## src/rtl/colour_frame_stats.sv

```systemverilog
// Per-frame dominant-colour pixel counter for a sop/eop pixel stream.
// Classifies each pixel inside a runtime ROI and latches per-channel counts at frame end.
module colour_frame_stats #(
    parameter int PIX_W   = 12,
    parameter int COMP_W  = 4,
    parameter int IMG_W   = 320,
    parameter int IMG_H   = 240,
    parameter int CNT_W   = 17,
    localparam int NUM_CH = PIX_W / COMP_W,
    localparam int XW     = $clog2(IMG_W),
    localparam int YW     = $clog2(IMG_H),
    localparam int MW     = $clog2(NUM_CH + 1)
) (
    input  logic                    clk,
    input  logic                    rst_n,
    input  logic                    pix_valid,
    input  logic                    pix_sop,
    input  logic                    pix_eop,
    input  logic [PIX_W-1:0]        pix_data,
    input  logic [COMP_W-1:0]       margin,
    input  logic [COMP_W-1:0]       min_level,
    input  logic [XW-1:0]           roi_x0,
    input  logic [XW-1:0]           roi_x1,
    input  logic [YW-1:0]           roi_y0,
    input  logic [YW-1:0]           roi_y1,
    output logic [NUM_CH*CNT_W-1:0] counts_out,
    output logic [MW-1:0]           max_ch,
    output logic                    stats_valid,
    output logic                    frame_err
);

    localparam int NPIX = IMG_W * IMG_H;
    localparam int IW   = $clog2(NPIX + 1);
    localparam logic [IW-1:0]    LAST_IDX = IW'(NPIX - 1);
    localparam logic [IW-1:0]    IDX_MAX  = '1;
    localparam logic [CNT_W-1:0] CNT_MAX  = '1;
    localparam logic [XW-1:0]    X_LAST   = XW'(IMG_W - 1);
    localparam logic [YW-1:0]    Y_LAST   = YW'(IMG_H - 1);

    generate
        if (NUM_CH * COMP_W != PIX_W) begin : g_bad_width
            $error("PIX_W must be an exact multiple of COMP_W");
        end
    endgenerate

    typedef enum logic [1:0] {IDLE = 2'd0, COUNT = 2'd1, LATCH = 2'd2} state_t;
    state_t state, state_nxt;

    logic              beat_sop, beat_eop, frame_start, take, restart_err, eop_err, eop_err_q;
    logic [XW-1:0]     x_q, cur_x, x_nxt, rx0_q, rx1_q, rx0, rx1;
    logic [YW-1:0]     y_q, cur_y, y_nxt, ry0_q, ry1_q, ry0, ry1;
    logic [IW-1:0]     idx_q, cur_idx, idx_nxt;
    logic              in_roi;
    logic [COMP_W-1:0] comp [NUM_CH];
    logic [NUM_CH-1:0] hit, hit_q;
    logic [CNT_W-1:0]  acc [NUM_CH];
    logic [CNT_W-1:0]  acc_nxt [NUM_CH];
    logic [CNT_W-1:0]  best_cnt;
    logic [MW-1:0]     best_ch;

    always_ff @(posedge clk) begin
        if (!rst_n) state <= IDLE;
        else        state <= state_nxt;
    end

    always_comb begin
        state_nxt = state;
        case (state)
            IDLE:    if (frame_start) state_nxt = beat_eop ? LATCH : COUNT;
            COUNT:   if (beat_eop) state_nxt = LATCH;
            LATCH:   state_nxt = IDLE;
            default: state_nxt = IDLE;
        endcase
    end

    // A sop during LATCH is dropped: the frame window is closed for that cycle.
    always_comb begin
        beat_sop    = pix_valid & pix_sop;
        beat_eop    = pix_valid & pix_eop;
        frame_start = beat_sop && (state != LATCH);
        take        = frame_start || (pix_valid && (state == COUNT));
        restart_err = beat_sop && (state == COUNT);
    end

    always_comb begin
        cur_x   = frame_start ? '0 : x_q;
        cur_y   = frame_start ? '0 : y_q;
        cur_idx = frame_start ? '0 : idx_q;
        rx0     = frame_start ? roi_x0 : rx0_q;
        rx1     = frame_start ? roi_x1 : rx1_q;
        ry0     = frame_start ? roi_y0 : ry0_q;
        ry1     = frame_start ? roi_y1 : ry1_q;
        in_roi  = (cur_x >= rx0) && (cur_x <= rx1) && (cur_y >= ry0) && (cur_y <= ry1);
        x_nxt   = (cur_x == X_LAST) ? '0 : cur_x + XW'(1);
        y_nxt   = cur_y;
        if (cur_x == X_LAST && cur_y != Y_LAST) y_nxt = cur_y + YW'(1);
        idx_nxt = (cur_idx == IDX_MAX) ? cur_idx : cur_idx + IW'(1);
        eop_err = beat_eop && (cur_idx != LAST_IDX);
    end

    // One extra bit keeps comp_j + margin from wrapping.
    always_comb begin
        for (int k = 0; k < NUM_CH; k++) begin
            comp[k] = pix_data[PIX_W-1-k*COMP_W -: COMP_W];
        end
        for (int k = 0; k < NUM_CH; k++) begin
            hit[k] = in_roi && (comp[k] >= min_level);
            for (int j = 0; j < NUM_CH; j++) begin
                if (j != k && ({1'b0, comp[k]} <= ({1'b0, comp[j]} + {1'b0, margin})))
                    hit[k] = 1'b0;
            end
        end
    end

    always_comb begin
        best_ch  = MW'(NUM_CH);
        best_cnt = '0;
        for (int k = 0; k < NUM_CH; k++) begin
            acc_nxt[k] = (hit_q[k] && acc[k] != CNT_MAX) ? acc[k] + CNT_W'(1) : acc[k];
            if (acc_nxt[k] > best_cnt) begin
                best_cnt = acc_nxt[k];
                best_ch  = MW'(k);
            end
        end
    end

    // The last pixel's hit lands during LATCH, so outputs latch the post-increment counts.
    always_ff @(posedge clk) begin
        if (!rst_n) begin
            x_q         <= '0;
            y_q         <= '0;
            idx_q       <= '0;
            rx0_q       <= '0;
            rx1_q       <= '0;
            ry0_q       <= '0;
            ry1_q       <= '0;
            hit_q       <= '0;
            eop_err_q   <= 1'b0;
            counts_out  <= '0;
            max_ch      <= '0;
            stats_valid <= 1'b0;
            frame_err   <= 1'b0;
            for (int k = 0; k < NUM_CH; k++) acc[k] <= '0;
        end else begin
            hit_q       <= take ? hit : '0;
            stats_valid <= (state == LATCH);
            frame_err   <= restart_err || ((state == LATCH) && eop_err_q);
            if (take) begin
                x_q   <= x_nxt;
                y_q   <= y_nxt;
                idx_q <= idx_nxt;
                if (beat_eop) eop_err_q <= eop_err;
            end
            if (frame_start) begin
                rx0_q <= roi_x0;
                rx1_q <= roi_x1;
                ry0_q <= roi_y0;
                ry1_q <= roi_y1;
                for (int k = 0; k < NUM_CH; k++) acc[k] <= '0;
            end else begin
                for (int k = 0; k < NUM_CH; k++) acc[k] <= acc_nxt[k];
            end
            if (state == LATCH) begin
                max_ch <= best_ch;
                for (int k = 0; k < NUM_CH; k++) counts_out[k*CNT_W +: CNT_W] <= acc_nxt[k];
            end
        end
    end

endmodule
```

## config.mk

```make
export PLATFORM = sky130hd
export DESIGN_NAME = colour_frame_stats
export DESIGN_NICKNAME = d
export VERILOG_FILES = /design/src/rtl/colour_frame_stats.sv
export SDC_FILE = /design/constraint.sdc
export NUM_CORES = 1
export LEC_CHECK = 0
export CAP_MARGIN = 20
export CORE_AREA = 5 5 155 157
export DETAILED_ROUTE_END_ITERATION = 6
export DIE_AREA = 0 0 160 162
export PLACE_DENSITY = 0.7
export SETUP_SLACK_MARGIN = 0.2
export SLEW_MARGIN = 15
export SYNTH_ARGS = -nofsm -noshare
export SYNTH_HDL_FRONTEND = slang
export SYNTH_SLANG_ARGS = --single-unit
```

## constraint.sdc

```tcl
create_clock -name clk -period 6.8 [get_ports clk]
set_clock_uncertainty 0.05 [all_clocks]
set_input_delay 1.02 -clock clk [delete_from_list [all_inputs] [get_ports clk]]
set_output_delay 1.02 -clock clk [all_outputs]
set_load 0.02 [all_outputs]
```

==> metrics.cfg, run 1 <==
[layout]
drive_gt1_share_pct=4.98
postLayoutCoreUtil_pct=58.3
area_delta_synth_final_pct=20.1
antenna_cells=0
nets=1540

[global_route]
overflow=0
grt_pass1_vias=8701
antenna_found_initial=0
grt_max_degree=105
grt_pass1_wl_microns=42100
grt_usage_pct=19.6

[clock_tree]
postCtsResizedCells=0
clockBufferDepth=2
clock-sinks=180
cts_hold_buf=0
cts_max_level=4
cts_tree=yes
clock-root-buffer=clkbuf_16
clk_latency_ns=0.43
clk_pin_slew_ns=0.08
numCtsBuffers=17

[worst_setup_path]
required_ns=7.08
critPathMaxStageDelay_ns=0.46
endpoint_kind=register
critPathSlowestCell=edfxtp_1
critPathTopFamily=simple AND/OR/NAND/NOR gates
cp-start-kind=register
critical_path.max_fanout=8
worst-path-buf-inv=2
cp_data_arrival_time_ns=6.06
worstSetupPathType=reg -> reg

[synth]
yosysTopAreaCell=dfxtp_1
ys.flop_type=dfxtp_1
avgSynthCellArea_sq_um=9.03
synth_cell_type_count=63
yosys-top-cells-area=dfxtp_1 24%, ha_1 14%, edfxtp_1 14%
synth_top_area_share_pct=23.8
async_flop_share_pct=0
yosysSeqAreaShare_pct=37.9
synth-seq-cells=180
syn_inst=1203
synth_warnings=0
syn_area_sq_mm=0.0109
synth-edff-count=51

[timing]
slew_viol_final=0
rsz0062_at_grt=false
worst_slew_pin_slew_ns=1.04
post-route-period-util_pct=85.0
finalSetupTns_ns=0
min_period_ns=5.78
final-setup-viol-count=0
final-hold-violation-count=0
max_clock_freq_ghz=0.173
relSlewSlack_pct=30.7

[die]
ioPinCount=114
core_area_sq_mm=0.0224
die_x_microns=160
die-area_sq_mm=0.0259
die_h_microns=162
fp-row-count=55
initial_core_util_pct=48.5

[drt]
drt_iter0_drc=484
wirelength_microns=25500
postRouteAntennaNets=0
vias=8875
via_per_inst=5.38
wire_per_inst_microns=15.4
drc_errors=0
dr.pass1.iters=5

[status]
status=finished clean

[job]
cap_violations=0

[power_and_ir_drop]
power_density_mw_per_mm2=201
peakVddDrop_mv=0.176
leakagePower_uw=0.00536

[placed_design]
hpwl_microns=19800
io_buffer_count=113
place.gp.congestion=0.885

[min_path]
hp-class=reg -> reg

-- kinds of logic after synthesis --
kind of cell               count (synthesis)  synth area share, %
xor gates and xnor gates                  77                 6.38
buffers and inverters                    101                 3.71
AOI/OAI and AO/OA                        198                 11.8
other                                      1               0.0345
and+or+nand+nor                          480                 21.8
DFF                                      180                 37.9
adders and majority gates                128                 15.0
muxes                                     38                 3.51
-- repair_timing --
item                                   in CTS  in global routing
setup endpoints to repair                   0                  2
endpoints found under the hold margin       0                  0
setup buffers                               0                  2
-- Yosys cell counts, drive strengths merged (26+ instances only) --
| master | n |
|---|---|
| nor2 | 181 |
| nand2 | 85 |
| and2 | 26 |
| xnor2 | 45 |
| nand3 | 38 |
| inv | 54 |
| a21oi | 47 |
| xor2 | 32 |
| nor3 | 31 |
| clkbuf | 36 |
| dfxtp | 129 |
| edfxtp | 51 |
| o21ai | 44 |
| ha | 125 |
| mux2i | 37 |
| a211oi | 53 |
| nand4 | 31 |
-- worst paths after layout --
path	cells past startpoint	start	end	slack, ns
hold reg to reg	2	ry0_q[0]	ry0_q[0]	0.42
setup reg to reg	27	acc[0][25]	max_ch[1]	1.02
hold / removal	2	ry0_q[0]	ry0_q[0]	0.42
setup / recovery	27	acc[0][25]	max_ch[1]	1.02
-- final cells by class --
type	instances	area, sq um
Sequential cell	180	4110
Clock inverter	14	135
Fill cell	1978	9330
Timing Repair Buffer	128	1240
Tap cell	285	357
Multi-Input combinational cell	972	6550
Inverter	54	203
Clock buffer	18	439
-- per-stage QoR --
step	std cells	total power [uW]	setup WS, ns	hold WS [ns]	area [sq um]
after floorplan	1253	1510	1.69	0.390	11000
after global placement	1617	1670	0.904	0.403	12400
after detailed placement	1617	1680	0.688	0.407	12400
after CTS	1649	2640	0.629	0.417	13000
after global routing	1651	2760	0.513	0.441	13000
final	1651	2620	1.02	0.415	13000
-- cells in the final DEF, fill, tap and decap left out, drive strengths merged, types with 45 or more instances in the layout --
cell type      instances
dfxtp                129
nor2                 181
conb                  51
a211oi                53
clkdlybuf4s50        113
edfxtp                51
inv                   63
ha                   125
a21oi                 47
xnor2                 45
nand2                 85
-- where the power goes --
part	total [uW]	switching (uW)	internal [uW]
Combinational	485	273	212
Clock	960	463	497
Sequential	1180	29.9	1150
-- worst register-to-register path, stage by stage (launching register included) --
cell,delay (ns)
edfxtp_1,0.46
and4_1,0.19
and2_1,0.18
nand3_1,0.11
nor3_1,0.06
ha_1,0.17
nor2b_1,0.43
and4_1,0.36
and3_1,0.24
nand4_1,0.12
xor2_1,0.26
inv_1,0.10
ha_1,0.31
nand4_1,0.13
nor3_1,0.29
o31ai_1,0.12
o211ai_1,0.12
o211ai_1,0.17
buf_4,0.19
o21ai_0,0.23
ha_1,0.29
a21oi_1,0.15
o21ai_0,0.09
a221oi_1,0.36
o31ai_1,0.13
nand2_1,0.10
o31ai_1,0.07
a31o_2,0.21
-- registers in the layout, indices dropped and copies added, names as in the netlist --
name and count:
acc 51, counts_out 51, idx_q 17, rx0_q 9, rx1_q 9, x_q 9
ry0_q 8, ry1_q 8, y_q 8, hit_q 3, max_ch 2, state 2
eop_err_q 1, frame_err 1, stats_valid 1
-- routing by layer --
layer / track usage, % / part of all wire [%] / up-vias
met4: 5.16 / 1.5 / 0
met2: 32.4 / 46 / 158
met1: 26.7 / 48 / 4156
met5: 0 / 0 / -
met3: 3.40 / 4.2 / 30
li1: - / - / 4531
Note: power is estimated with default switching activity, not from simulation.
==> run 2: changes to the inputs <==
clock period = 5.7 ns   (was 6.8 ns; I/O delays follow)
==> run 2 against run 1 <==
Against the previous run: first-iteration DRC count rose by 25%; setup slack got worse by 0.81 ns; register-to-register slack got worse by 0.81 ns; maximum frequency rose by 5.2%; clock power rose by 19%; largest power group unchanged.
==> metrics.cfg, run 2 (same netlist as run 1, synthesis figures left out) <==
[clock_tree]
cts_tree=yes  ; unchanged
cts_hold_buf=0  ; unchanged
clk_latency_ns=0.44  ; was 0.43 ns
clock-root-buffer=clkbuf_16  ; unchanged
clk_pin_slew_ns=0.08  ; about the same
numCtsBuffers=17  ; unchanged
clockBufferDepth=2  ; unchanged
cts_max_level=4  ; unchanged
clock-sinks=180  ; unchanged

[layout]
reg_top3=acc: 51 flops, counts_out: 51 flops, idx_q: 17 flops  ; unchanged
most-common-layout-cells=178 x nor2_1, 129 x dfxtp_1, 119 x ha_1, 113 x clkdlybuf4s50_1, 80 x nand2_1  ; was 180 x nor2_1, 129 x dfxtp_1, 125 x ha_1, 113 x clkdlybuf4s50_1, 84 x nand2_1
fillers=1894  ; was 1978
antenna_cells=0  ; unchanged
postLayoutCoreUtil_pct=61.6  ; was 58.3%
layout_commonest_cell=nor2_1  ; unchanged
drive_gt1_share_pct=12.1  ; was 4.98%
nets=1591  ; was 1540
area_delta_synth_final_pct=26.8  ; was 20.1%

[placed_design]
hpwl_microns=20200  ; was 19800 microns
place.gp.congestion=0.867  ; was 0.885
pre_cts_ws_ns=0.188  ; was 0.688 ns
io_buffer_count=113  ; unchanged

[drt]
wirelength_microns=28000  ; was 25500 microns
dr.pass1.iters=6  ; was 5
drc_errors=0  ; unchanged
via_per_inst=5.46  ; was 5.38
postRouteAntennaNets=0  ; unchanged
drt_iter0_drc=606  ; was 484
wire_per_inst_microns=16.5  ; was 15.4 microns
vias=9287  ; was 8875

[worst_setup_path]
critPathMaxStageDelay_ns=0.45  ; was 0.46 ns
critical_path.max_fanout=5  ; was 8
required_ns=5.98  ; was 7.08 ns
r2r-start=acc[0][28]  ; was acc[0][25]
reg2regPathDepth=29  ; was 27
critPathSlowestCell=o211ai_1  ; was edfxtp_1
r2r_setup_slack_ns=0.21  ; was 1.02 ns
cp_data_arrival_time_ns=5.77  ; was 6.06 ns
cp-start-kind=register  ; unchanged
endpoint_kind=register  ; unchanged
worst_r2r_endpoint=max_ch[0]  ; was max_ch[1]
worst_path_most_repeated_cell=nand3_2
worstSetupPathType=reg -> reg  ; unchanged

[timing]
setup_ws_ns=0.208  ; was 1.02 ns
worst_slew_pin_slew_ns=1.04  ; about the same
min_period_ns=5.49  ; was 5.78 ns
relSlewSlack_pct=30.4  ; was 30.7%
final-hold-violation-count=0  ; unchanged
slew_viol_final=0  ; unchanged
max_clock_freq_ghz=0.182  ; was 0.173 GHz
post-route-period-util_pct=96.4  ; was 85.0%
rsz0062_at_grt=true  ; was false
final-setup-viol-count=0  ; unchanged

[die]
core_area_sq_mm=0.0224  ; unchanged
initial_core_util_pct=48.5  ; unchanged
ioPinCount=114  ; unchanged
die-area_sq_mm=0.0259  ; unchanged
die_x_microns=160  ; unchanged
die_h_microns=162  ; unchanged
fp-row-count=55  ; unchanged

[power_and_ir_drop]
leakagePower_uw=0.00568  ; was 0.00536 uW
power_density_mw_per_mm2=233  ; was 201 mW/mm^2
peakVddDrop_mv=0.200  ; was 0.176 mV

[min_path]
whs_path_depth=2  ; unchanged
min_to=x_q[1]  ; was ry0_q[0]
hp-class=reg -> reg  ; unchanged
worstHoldStart=x_q[1]  ; was ry0_q[0]

[global_route]
grt_max_degree=105  ; unchanged
grt_pass1_vias=8729  ; was 8701
antenna_found_initial=0  ; unchanged
overflow=0  ; unchanged
grt_usage_pct=20.2  ; was 19.6%
grt_pass1_wl_microns=43500  ; was 42100 microns

[job]
cap_violations=0  ; unchanged

[status]
status=finished clean  ; unchanged

run 2: changes by cell type in the layout (fill, tap and decap cells not counted), moves of 7 or more:
cell	change
buf_4	+45
o21ai_0	-9
o21ai_1	+7
xnor2_1	-7
run 2: layer usage:
metal | track usage, % | share of wire [%] | up-vias
li1 | - | - | 4611
met1 | 27.7 | 45 | 4358
met2 | 33.2 | 47 | 268
met3 | 3.65 | 5.5 | 50
met4 | 5.24 | 1.8 | 0
met5 | 0 | 0 | -
run 2: power breakdown:
part | internal, uW | total, uW | leakage, uW | switching (uW)
logic | 299 | 660 | 0.00382 | 361
clock network | 578 | 1140 | 0.000283 | 562
registers | 1370 | 1400 | 0.00157 | 36.5
total | 2250 | 3210 | 0.00568 | 959
run 2: metrics by stage:
step | instances | power [uW] | cell area (sq um) | hold slack [ns] | setup TNS, ns
2_1_floorplan | 1253 | 1810 | 11000 | 0.390 | 0
3_3_place_gp | 1629 | 2000 | 12600 | 0.402 | 0
3_5_place_dp | 1629 | 2020 | 12600 | 0.404 | 0
4_1_cts | 1661 | 3150 | 13200 | 0.414 | 0
5_1_grt | 1702 | 3360 | 13800 | 0.457 | -0.172
6_report | 1702 | 3210 | 13800 | 0.413 | 0
run 2: what timing repair did:
action | in CTS | in global routing
setup endpoints to repair | 1 | 2
cloned | 0 | 3
gates resized for setup | 4 | 70
pin swaps | 0 | 44
setup buffers | 0 | 38
run 2: worst max-delay path: cells and delay by family (launching register included):
family / cells / cell delay (ns)
buffers and inverters: 4 / 0.64
AND/OR/NAND/NOR: 11 / 1.38
XOR/XNOR: 1 / 0.26
flip-flops: 1 / 0.42
adder cells (fa/ha/maj): 3 / 0.75
AO/OA/AOI/OAI: 10 / 1.84
run 2: worst max path at each step:
stage | start | to | slack, ns | cells past startpoint
final | acc[0][28] | max_ch[0] | 0.21 | 29
after global routing | acc[0][22] | max_ch[1] | -0.09 | 27
after CTS | acc[0][27] | max_ch[1] | 0.20 | 28
after detailed placement | acc[0][26] | max_ch[1] | 0.19 | 28
after global placement | acc[0][0] | max_ch[1] | 0.42 | 25
after floorplan | acc[0][26] | max_ch[1] | 0.59 | 30
run 2: final cells by class:
cell class | count | area, sq um | share of cell area, %
Clock buffer | 17 | 425 | 3.09
Clock inverter | 15 | 145 | 1.05
Inverter | 54 | 203 | 1.47
Multi-Input combinational cell | 972 | 6860 | 49.8
Sequential cell | 180 | 4110 | 29.9
Tap cell | 285 | 357 | 2.59
Timing Repair Buffer | 179 | 1670 | 12.1
